$ cat src/rtl/gray_decoder_mon_if.sv
// Bus bundle for gray_decoder_mon: raw Gray input and clear request in, decoded
// binary, LED copy, step direction, error status and FSM debug state out.
//
// Handshake: valid_o is a one-cycle strobe that marks the cycle in which
// bin_o/led_o/dir_o/err_o/err_cnt_o first show the newly accepted code.
// There is no ready; the consumer cannot stall the decoder and must sample
// the outputs on the strobe or read the held values later.
interface gray_decoder_mon_if #(
    parameter int WIDTH = 4
);
    logic [WIDTH-1:0] gray_i;
    logic             clr_err_i;
    logic [WIDTH-1:0] bin_o;
    logic [WIDTH-1:0] led_o;
    logic             valid_o;
    logic             dir_o;
    logic             err_o;
    logic [7:0]       err_cnt_o;
    logic [0:0]       fsm_state;

    modport master (
        output gray_i, clr_err_i,
        input  bin_o, led_o, valid_o, dir_o, err_o, err_cnt_o, fsm_state
    );

    modport slave (
        input  gray_i, clr_err_i,
        output bin_o, led_o, valid_o, dir_o, err_o, err_cnt_o, fsm_state
    );
endinterface

$ cat src/rtl/gray_decoder_mon.sv
// Registered Gray-to-binary decoder with two-flop synchroniser, stability
// filter (debounce), step-direction report and illegal-transition monitor.
module gray_decoder_mon #(
    parameter int WIDTH         = 4,
    parameter int STABLE_CYCLES = 4
) (
    input logic               clk,
    input logic               rst,
    gray_decoder_mon_if.slave bus
);

    localparam int              CW   = $clog2(STABLE_CYCLES) + 1;
    localparam logic [CW-1:0]   LAST = CW'(STABLE_CYCLES - 1);

    localparam logic [0:0] IDLE   = 1'b0;
    localparam logic [0:0] SETTLE = 1'b1;

    logic [WIDTH-1:0] s1;
    logic [WIDTH-1:0] s2;
    logic [WIDTH-1:0] cand;
    logic [WIDTH-1:0] g_acc;
    logic [CW-1:0]    cnt;
    logic [0:0]       state;

    logic [WIDTH-1:0] bin_r;
    logic             valid_r;
    logic             dir_r;
    logic             err_r;
    logic [7:0]       err_cnt_r;

    logic             accept;
    logic [WIDTH-1:0] cand_bin;
    logic [WIDTH-1:0] diff;
    logic             one_bit;
    logic             step_up;

    function automatic logic [WIDTH-1:0] gray2bin(input logic [WIDTH-1:0] g);
        logic [WIDTH-1:0] b;
        b[WIDTH-1] = g[WIDTH-1];
        for (int i = WIDTH - 2; i >= 0; i--) begin
            b[i] = b[i+1] ^ g[i];
        end
        return b;
    endfunction

    // Acceptance condition and transition classification against the old code
    always_comb begin
        accept   = (state == SETTLE) && (s2 == cand) && (cand != g_acc) && (cnt == LAST);
        cand_bin = gray2bin(cand);
        diff     = cand ^ g_acc;
        // a single set bit: non-zero and clearing the lowest set bit leaves zero
        one_bit  = (diff != '0) && ((diff & (diff - 1'b1)) == '0);
        step_up  = (cand_bin == WIDTH'(bin_r + 1'b1));
    end

    // Two-flop synchroniser for the asynchronous Gray bus
    always_ff @(posedge clk) begin
        if (rst) begin
            s1 <= '0;
            s2 <= '0;
        end else begin
            s1 <= bus.gray_i;
            s2 <= s1;
        end
    end

    // Debounce FSM: a new code must hold for STABLE_CYCLES cycles in SETTLE
    always_ff @(posedge clk) begin
        if (rst) begin
            state <= IDLE;
            cand  <= '0;
            cnt   <= '0;
        end else begin
            case (state)
                IDLE: begin
                    if (s2 != g_acc) begin
                        cand  <= s2;
                        cnt   <= '0;
                        state <= SETTLE;
                    end
                end
                SETTLE: begin
                    if (s2 != cand) begin
                        cand <= s2;
                        cnt  <= '0;
                    end else if (cand == g_acc) begin
                        // input bounced back to the accepted code
                        state <= IDLE;
                    end else if (cnt == LAST) begin
                        state <= IDLE;
                    end else begin
                        cnt <= cnt + 1'b1;
                    end
                end
                default: state <= IDLE;
            endcase
        end
    end

    // Accept stage: decoded value, strobe and step direction
    always_ff @(posedge clk) begin
        if (rst) begin
            g_acc   <= '0;
            bin_r   <= '0;
            valid_r <= 1'b0;
            dir_r   <= 1'b0;
        end else begin
            valid_r <= accept;
            if (accept) begin
                g_acc <= cand;
                bin_r <= cand_bin;
                if (one_bit) begin
                    dir_r <= step_up;
                end
            end
        end
    end

    // Sticky error flag and saturating counter; an illegal accept beats a clear
    always_ff @(posedge clk) begin
        if (rst) begin
            err_r     <= 1'b0;
            err_cnt_r <= '0;
        end else begin
            if (bus.clr_err_i) begin
                err_r     <= 1'b0;
                err_cnt_r <= '0;
            end
            if (accept && !one_bit) begin
                err_r <= 1'b1;
                if (bus.clr_err_i) begin
                    err_cnt_r <= 8'd1;
                end else if (err_cnt_r != 8'hFF) begin
                    err_cnt_r <= err_cnt_r + 8'd1;
                end
            end
        end
    end

    assign bus.bin_o     = bin_r;
    assign bus.led_o     = bin_r;
    assign bus.valid_o   = valid_r;
    assign bus.dir_o     = dir_r;
    assign bus.err_o     = err_r;
    assign bus.err_cnt_o = err_cnt_r;
    assign bus.fsm_state = state;

endmodule
$ cat src/flat_wrapper.sv
// flat-port wrapper written by rule: the top's interface ports become plain ports
module gray_decoder_mon_flat 
#(
    parameter int WIDTH         = 4,
    parameter int STABLE_CYCLES = 4
)
  (clk, rst, bus_gray_i, bus_clr_err_i, bus_bin_o, bus_led_o, bus_valid_o, bus_dir_o, bus_err_o, bus_err_cnt_o, bus_fsm_state);
  gray_decoder_mon_if #(.WIDTH(WIDTH)) bus_i ();
  input logic clk;
  input logic rst;
  input wire logic [$bits(bus_i.gray_i)-1:0] bus_gray_i;
  input wire logic [$bits(bus_i.clr_err_i)-1:0] bus_clr_err_i;
  output wire logic [$bits(bus_i.bin_o)-1:0] bus_bin_o;
  output wire logic [$bits(bus_i.led_o)-1:0] bus_led_o;
  output wire logic [$bits(bus_i.valid_o)-1:0] bus_valid_o;
  output wire logic [$bits(bus_i.dir_o)-1:0] bus_dir_o;
  output wire logic [$bits(bus_i.err_o)-1:0] bus_err_o;
  output wire logic [$bits(bus_i.err_cnt_o)-1:0] bus_err_cnt_o;
  output wire logic [$bits(bus_i.fsm_state)-1:0] bus_fsm_state;
  assign bus_i.gray_i = bus_gray_i;
  assign bus_i.clr_err_i = bus_clr_err_i;
  assign bus_bin_o = bus_i.bin_o;
  assign bus_led_o = bus_i.led_o;
  assign bus_valid_o = bus_i.valid_o;
  assign bus_dir_o = bus_i.dir_o;
  assign bus_err_o = bus_i.err_o;
  assign bus_err_cnt_o = bus_i.err_cnt_o;
  assign bus_fsm_state = bus_i.fsm_state;
  gray_decoder_mon #(.WIDTH(WIDTH), .STABLE_CYCLES(STABLE_CYCLES)) u_core (.clk(clk), .rst(rst), .bus(bus_i));
endmodule
$ cat config.mk
export PLATFORM = sky130hd
export DESIGN_NAME = gray_decoder_mon_flat
export DESIGN_NICKNAME = d
export VERILOG_FILES = /design/src/rtl/gray_decoder_mon_if.sv /design/src/rtl/gray_decoder_mon.sv /design/src/flat_wrapper.sv
export SDC_FILE = /design/constraint.sdc
export NUM_CORES = 1
export LEC_CHECK = 0
export CAP_MARGIN = 20
export CORE_ASPECT_RATIO = 0.75
export CORE_UTILIZATION = 25
export CTS_BUF_LIST = sky130_fd_sc_hd__clkbuf_16
export DETAILED_ROUTE_END_ITERATION = 8
export GPL_ROUTABILITY_DRIVEN = 0
export HOLD_SLACK_MARGIN = 0.12
export PLACE_DENSITY_LB_ADDON = 0.08
export SKIP_LAST_GASP = 1
export SYNTH_ARGS = -nofsm -noshare
export SYNTH_HDL_FRONTEND = slang
export SYNTH_SLANG_ARGS = --single-unit
$ cat constraint.sdc
create_clock -name clk -period 5.2 [get_ports clk]
set_input_delay 0.52 -clock clk [delete_from_list [all_inputs] [get_ports clk]]
set_output_delay 0.52 -clock clk [all_outputs]
set_load 0.01 [all_outputs]
Yosys cells after proc, flatten, opt, wreduce, memory -nomap -nowiden --
Cells that the tools add are included.
Word-level totals: bits in read-only memories 0, memory bits (writable) 0, register bits after elaboration 35, memories kept 0, latch bits 0, logic and storage cells 64
Operators by class: add/subtract/negate cells 4, shifts and indexed selects 0, eq/ne operators 12, mux-type cells 19, order comparisons 0, bitwise logic cells 6, divide/modulo/power cells 0, multipliers 0, reductions and logical operators 12
Operator list (number):
- $mux W8 | 4
- $eq A4 B4 Y1 | 3
- $mux W3 | 4
- $ne A4 B4 Y1 | 3
- $add A8 B1 Y8 const B | 1
- $mux W4 | 2
- $ne A8 B8 Y1 const B | 1
- $pmux W4 S2 | 1
- $mux W1 | 6
- $ne A3 B3 Y1 const B | 2
- $pmux W3 S2 | 1
- $logic_and A1 B1 Y1 | 5
- $add A4 B1 Y4 const B | 1
- $and A4 B4 Y4 | 1
- $logic_not A4 Y1 | 1
- $reduce_and A2 Y1 | 2
- $reduce_bool A4 Y1 | 1
- $sub A4 B1 Y4 const B | 1
- $xor A4 B4 Y4 | 1
- $add A3 B1 Y3 const B | 1
- $eq A3 B2 Y1 const B | 1
- $reduce_and A3 Y1 | 1
- $xor A1 B1 Y1 | 3
- $ne A2 B1 Y1 const B | 1
- 5 further kinds | 5

Depth between registers and ports, before layout --
word-level depth 8, mapped depth 7, mapped depth without buffers 6

Least setup slack after synthesis --
OpenSTA, ideal clock, no wires.
path kind register -> register, start point reg u_core.cand[1], end point reg u_core.err_cnt_r[4], in the netlist u_core.bus.err_cnt_o[4], cell stages (with the launch flop) 8, slack 3.360 ns, library setup time 0.121 ns, arrival time 1.719 ns, cells stage by stage dfxtp_1 buf_4 xor2_1 o41ai_2 or3_4 buf_6 o41ai_2 nor2_1
Between the ends: word-level cells in the longest chain between the ends 8, elaborated cells on any way between the ends 14, those cells by class add/sub: 1; eq/ne: 2; mux: 1; bitwise: 2; reduce/logical: 8
RTL lines:
- start, declared | line gray_decoder_mon.sv:20 | logic [WIDTH-1:0] cand;
- start signal, assigned | line gray_decoder_mon.sv:71 | cand <= '0;
- start signal, assigned | line gray_decoder_mon.sv:77 | cand <= s2;
- start signal, assigned | line gray_decoder_mon.sv:84 | cand <= s2;
- $xor A4 B4 Y4 | line gray_decoder_mon.sv:50 | diff = cand ^ g_acc;
- $sub A4 B1 Y4 | line gray_decoder_mon.sv:52 | one_bit = (diff != '0) && ((diff & (diff - 1'b1)) == '0);
- $and A4 B4 Y4 | line gray_decoder_mon.sv:52
- $logic_not A4 Y1 | line gray_decoder_mon.sv:52
- $logic_and A1 B1 Y1 | line gray_decoder_mon.sv:52
- $logic_not A1 Y1 | line gray_decoder_mon.sv:129 | if (accept && !one_bit) begin
- $logic_and A1 B1 Y1 * | line gray_decoder_mon.sv:129
- $mux W8 * | line gray_decoder_mon.sv:129
- end signal, assigned | line gray_decoder_mon.sv:134 | err_cnt_r <= err_cnt_r + 8'd1;
- end, declared | line gray_decoder_mon.sv:29 | logic [7:0] err_cnt_r;
Mark *: on every way between the ends. The rest lies on a longest branch, timed or not. A chain may end at the register's enable or synchronous reset.

Final worst setup path --
start point reg u_core.cand[3], end point reg u_core.err_cnt_r[5], in the netlist u_core.bus.err_cnt_o[5]
Same word-level chain as after synthesis.

==> impl_results.md <==
* Status: finished, final reports clean
* Via count at 1352
* Routed vias/inst at 4.662
* End-of-flow core utilization at 33.10%
* Register bit total from synthesis at 34
* Most common cell after layout, fill and taps aside: dfxtp_1
* Number of synthesized flops with an enable pin at 0
* Worst Reg2Reg Path Length in Cells at 5
* Largest net degree at the start of global routing at 33
* ANT cells at 0
* FMAX at 474.9 MHz
* H-tree Lvls at 2
* Critical Path Fanout Max at 7
* Worst Hold Depth at 1
* Initial Util at 26.71%
* Post-place instance area at 2016 µm²
* DRC viols at 0
* Post-DP HPWL at 2.704 mm
* Detailed Routing Iterations Pass 1 at 6
* # nets final at 219
* WP data required at 5410 ps
* Setup Fix Bufs, Post-CTS at 0
* TritonCTS buffer count at 5
* Total GRT Usage at 11.77%
* Post-Syn Area per Cell at 9.195 µm²
* Clk root buf: clkbuf_16
* Final Non-Filler Cells at 290
* Hold path endpoint: u_core.s2[0]
* CP Capture Type: register
* Tcrit/Tclk final at 40.49%
* Drt wl/cell at 13.32 µm
* P per Cell Area at 278.1 nW/µm²
* Min-Delay Startpoint: u_core.s1[0]
* Global-route wire length before repair at 6.513 mm
* Final Hold Violating Endpoints at 0
* CTS tree: done
* Setup_tns at 0 ps
* P_leak at 0.7515 nW
* CP Buf/Inv Count at 0
* Cell variety after synth at 40
* Die H at 74.21 µm
* Setup Crit Path Kind: register to register
* Starting DRT DRC Count at 59
* Max-cap violations at 0
* Cts hold-fix bufs at 0
* Inst Count DP at 282
* Worst-path clk slew at 60 ps
* Family with the most delay on the worst path: simple AND/OR/NAND/NOR gates
* Max-slew violation count at 0
* Worst clock skew at 4.813 ps
* Max Buffers Root-to-Sink at 2
* Commonest non-fill, non-tap cells in the layout: dfxtp_1 (34), clkdlybuf4s50_1 (26), nand2_1 (18)
* Post-Syn Area at 1738 µm²
* Ys flop type: dfxtp_1
* Syn nets at 200
* Vias in the first global route at 1307
* IO buf count at 26
* # setup viols final at 0
* Slew headroom at 58.64%
* Critical Path Source Type: register
* Tmin final at 2106 ps
* Worst-path cell with the longest stage delay: or3_1
* Design Area, Final at 2153 µm²
* RSZ-0062 raised after global routing: false
* Ys async rst share at 0%
* Filler cell count at 682
* Worst R2R Setup Slack at 3090 ps
* Syn Inst Count at 189
* Row cnt at 25
* Worst r2r src: u_core.cand[3]
* Die X at 98.28 µm
* Area Growth Syn to Fin at 23.90%
* CP peak stage delay at 550 ps
* Worst path cell trace: xor2_2 > nor3_1 > or3_1 > nor4_2 > mux2i_1
* Final wirelength at 3.862 mm
* Total core area at 6506 µm²
* GRT overflow at 0
* Initial antenna violation count at 0
* CTS Sinks at 34
* Share of cells above drive strength 1 at 9.091%
* R2r endpoint: u_core.bus.err_cnt_o[5]
* Yosys warning total at 0
* Max IR drop VDD at 0.1367 mV
* Sequential share of the synthesized area at 39.16%
* # IOs at 27
* ANT nets after route at 0
* Die Area at 7293 µm²
* Post-cts sizing count at 0
* Worst-margin pin slew at 615.7 ps
* HP Class: register to register
* Skew-Pair Late Insertion Delay at 280 ps
* Arrival time at the worst endpoint at 2310 ps
==> power breakdown <==
part | switching [mW] | leakage (nW) | internal [mW]
Clock | 0.105 | 0.0724 | 0.173
Combinational | 0.0248 | 0.403 | 0.0236
Sequential | 0.00606 | 0.276 | 0.266
==> metal layers <==
layer | GRT usage [%] | up-vias | share of wire (%)
met3 | 3.947 | 5 | 2.7
met4 | 5.473 | 0 | 1.4
met5 | 0 | - | 0
met1 | 14.91 | 635 | 53
met2 | 18.39 | 22 | 43
li1 | - | 690 | -
==> final cells by class <==
type | count | area (µm²) | share of cell area [%]
flip-flops and latches | 34 | 680.7 | 31.61
repair buffers | 28 | 275.3 | 12.78
multi-input cells | 136 | 947.2 | 43.99
well taps | 81 | 101.3 | 4.707
clock inverters | 3 | 12.51 | 0.5811
clock buffers | 5 | 125.1 | 5.811
inverters | 3 | 11.26 | 0.5230
==> state kept, by name, summed over array words and instances, names as in the netlist <==
register / cells
u_core.bus.err_cnt_o: 8
u_core.cand: 4
u_core.g_acc: 4
u_core.s1: 4
u_core.s2: 4
u_core.bus.bin_o: 3
u_core.cnt: 3
u_core.bus.dir_o: 1
u_core.bus.err_o: 1
u_core.bus.fsm_state: 1
u_core.bus.valid_o: 1
==> cells by family after synthesis <==
group	count (synthesis)	share of synthesized area [%]
DFF	34	39.16
muxes	9	5.256
and+or+nand+nor	80	25.49
AOI/OAI and AO/OA	24	10.01
buffers and inverters	19	6.335
adders and majority gates	4	2.880
xor gates and xnor gates	19	10.87
==> worst max-delay path by stage <==
stage                                   end                     from  depth (start not counted)
detailed placement  u_core.bus.err_cnt_o[5]           u_core.cand[1]                          5
CTS                 u_core.bus.err_cnt_o[5]           u_core.cand[1]                          5
global route        u_core.bus.err_cnt_o[2]  u_core.bus.err_cnt_o[0]                          6
global placement    u_core.bus.err_cnt_o[2]  u_core.bus.err_cnt_o[0]                          6
floorplan           u_core.bus.err_cnt_o[4]           u_core.cand[1]                          7
finish              u_core.bus.err_cnt_o[5]           u_core.cand[3]                          5
==> metrics by stage <==
stage	total power [mW]	hold slack (ps)	setup slack, ps
finish	0.5988	440.3	3094
floorplan	0.3114	413.8	3360
global route	0.6334	472.4	2949
detailed placement	0.3264	434.4	3104
CTS	0.6119	450.2	3088
global placement	0.3266	429.2	3035
==> synth_stat cells, types with 2 or more instances <==
cell type | number | area (µm²)
nand3b_1 | 3 | 22.52
nor2_1 | 13 | 48.80
nor3_1 | 5 | 25.02
a211oi_1 | 3 | 22.52
nand2_1 | 18 | 67.56
clkbuf_1 | 3 | 11.26
nand4_1 | 5 | 31.28
nor2b_1 | 9 | 56.30
or3_1 | 6 | 37.54
xor2_2 | 3 | 48.80
mux2i_1 | 8 | 80.08
ha_1 | 4 | 50.05
buf_2 | 4 | 20.02
nand3_1 | 4 | 20.02
and3_1 | 7 | 43.79
nor4_2 | 3 | 37.54
a21oi_1 | 10 | 50.05
inv_1 | 3 | 11.26
xor2_1 | 2 | 17.52
nand2b_1 | 3 | 18.77
xnor2_1 | 14 | 122.6
o41ai_2 | 2 | 32.53
dfxtp_1 | 34 | 680.7
buf_4 | 7 | 52.55
==> worst register-to-register path: stages, from the launching register on <==
cell     delay (ps)
dfxtp_1         470
xor2_2          330
nor3_1          120
or3_1           550
nor4_2          350
mux2i_1         210
(Power assumes the default switching activity.)
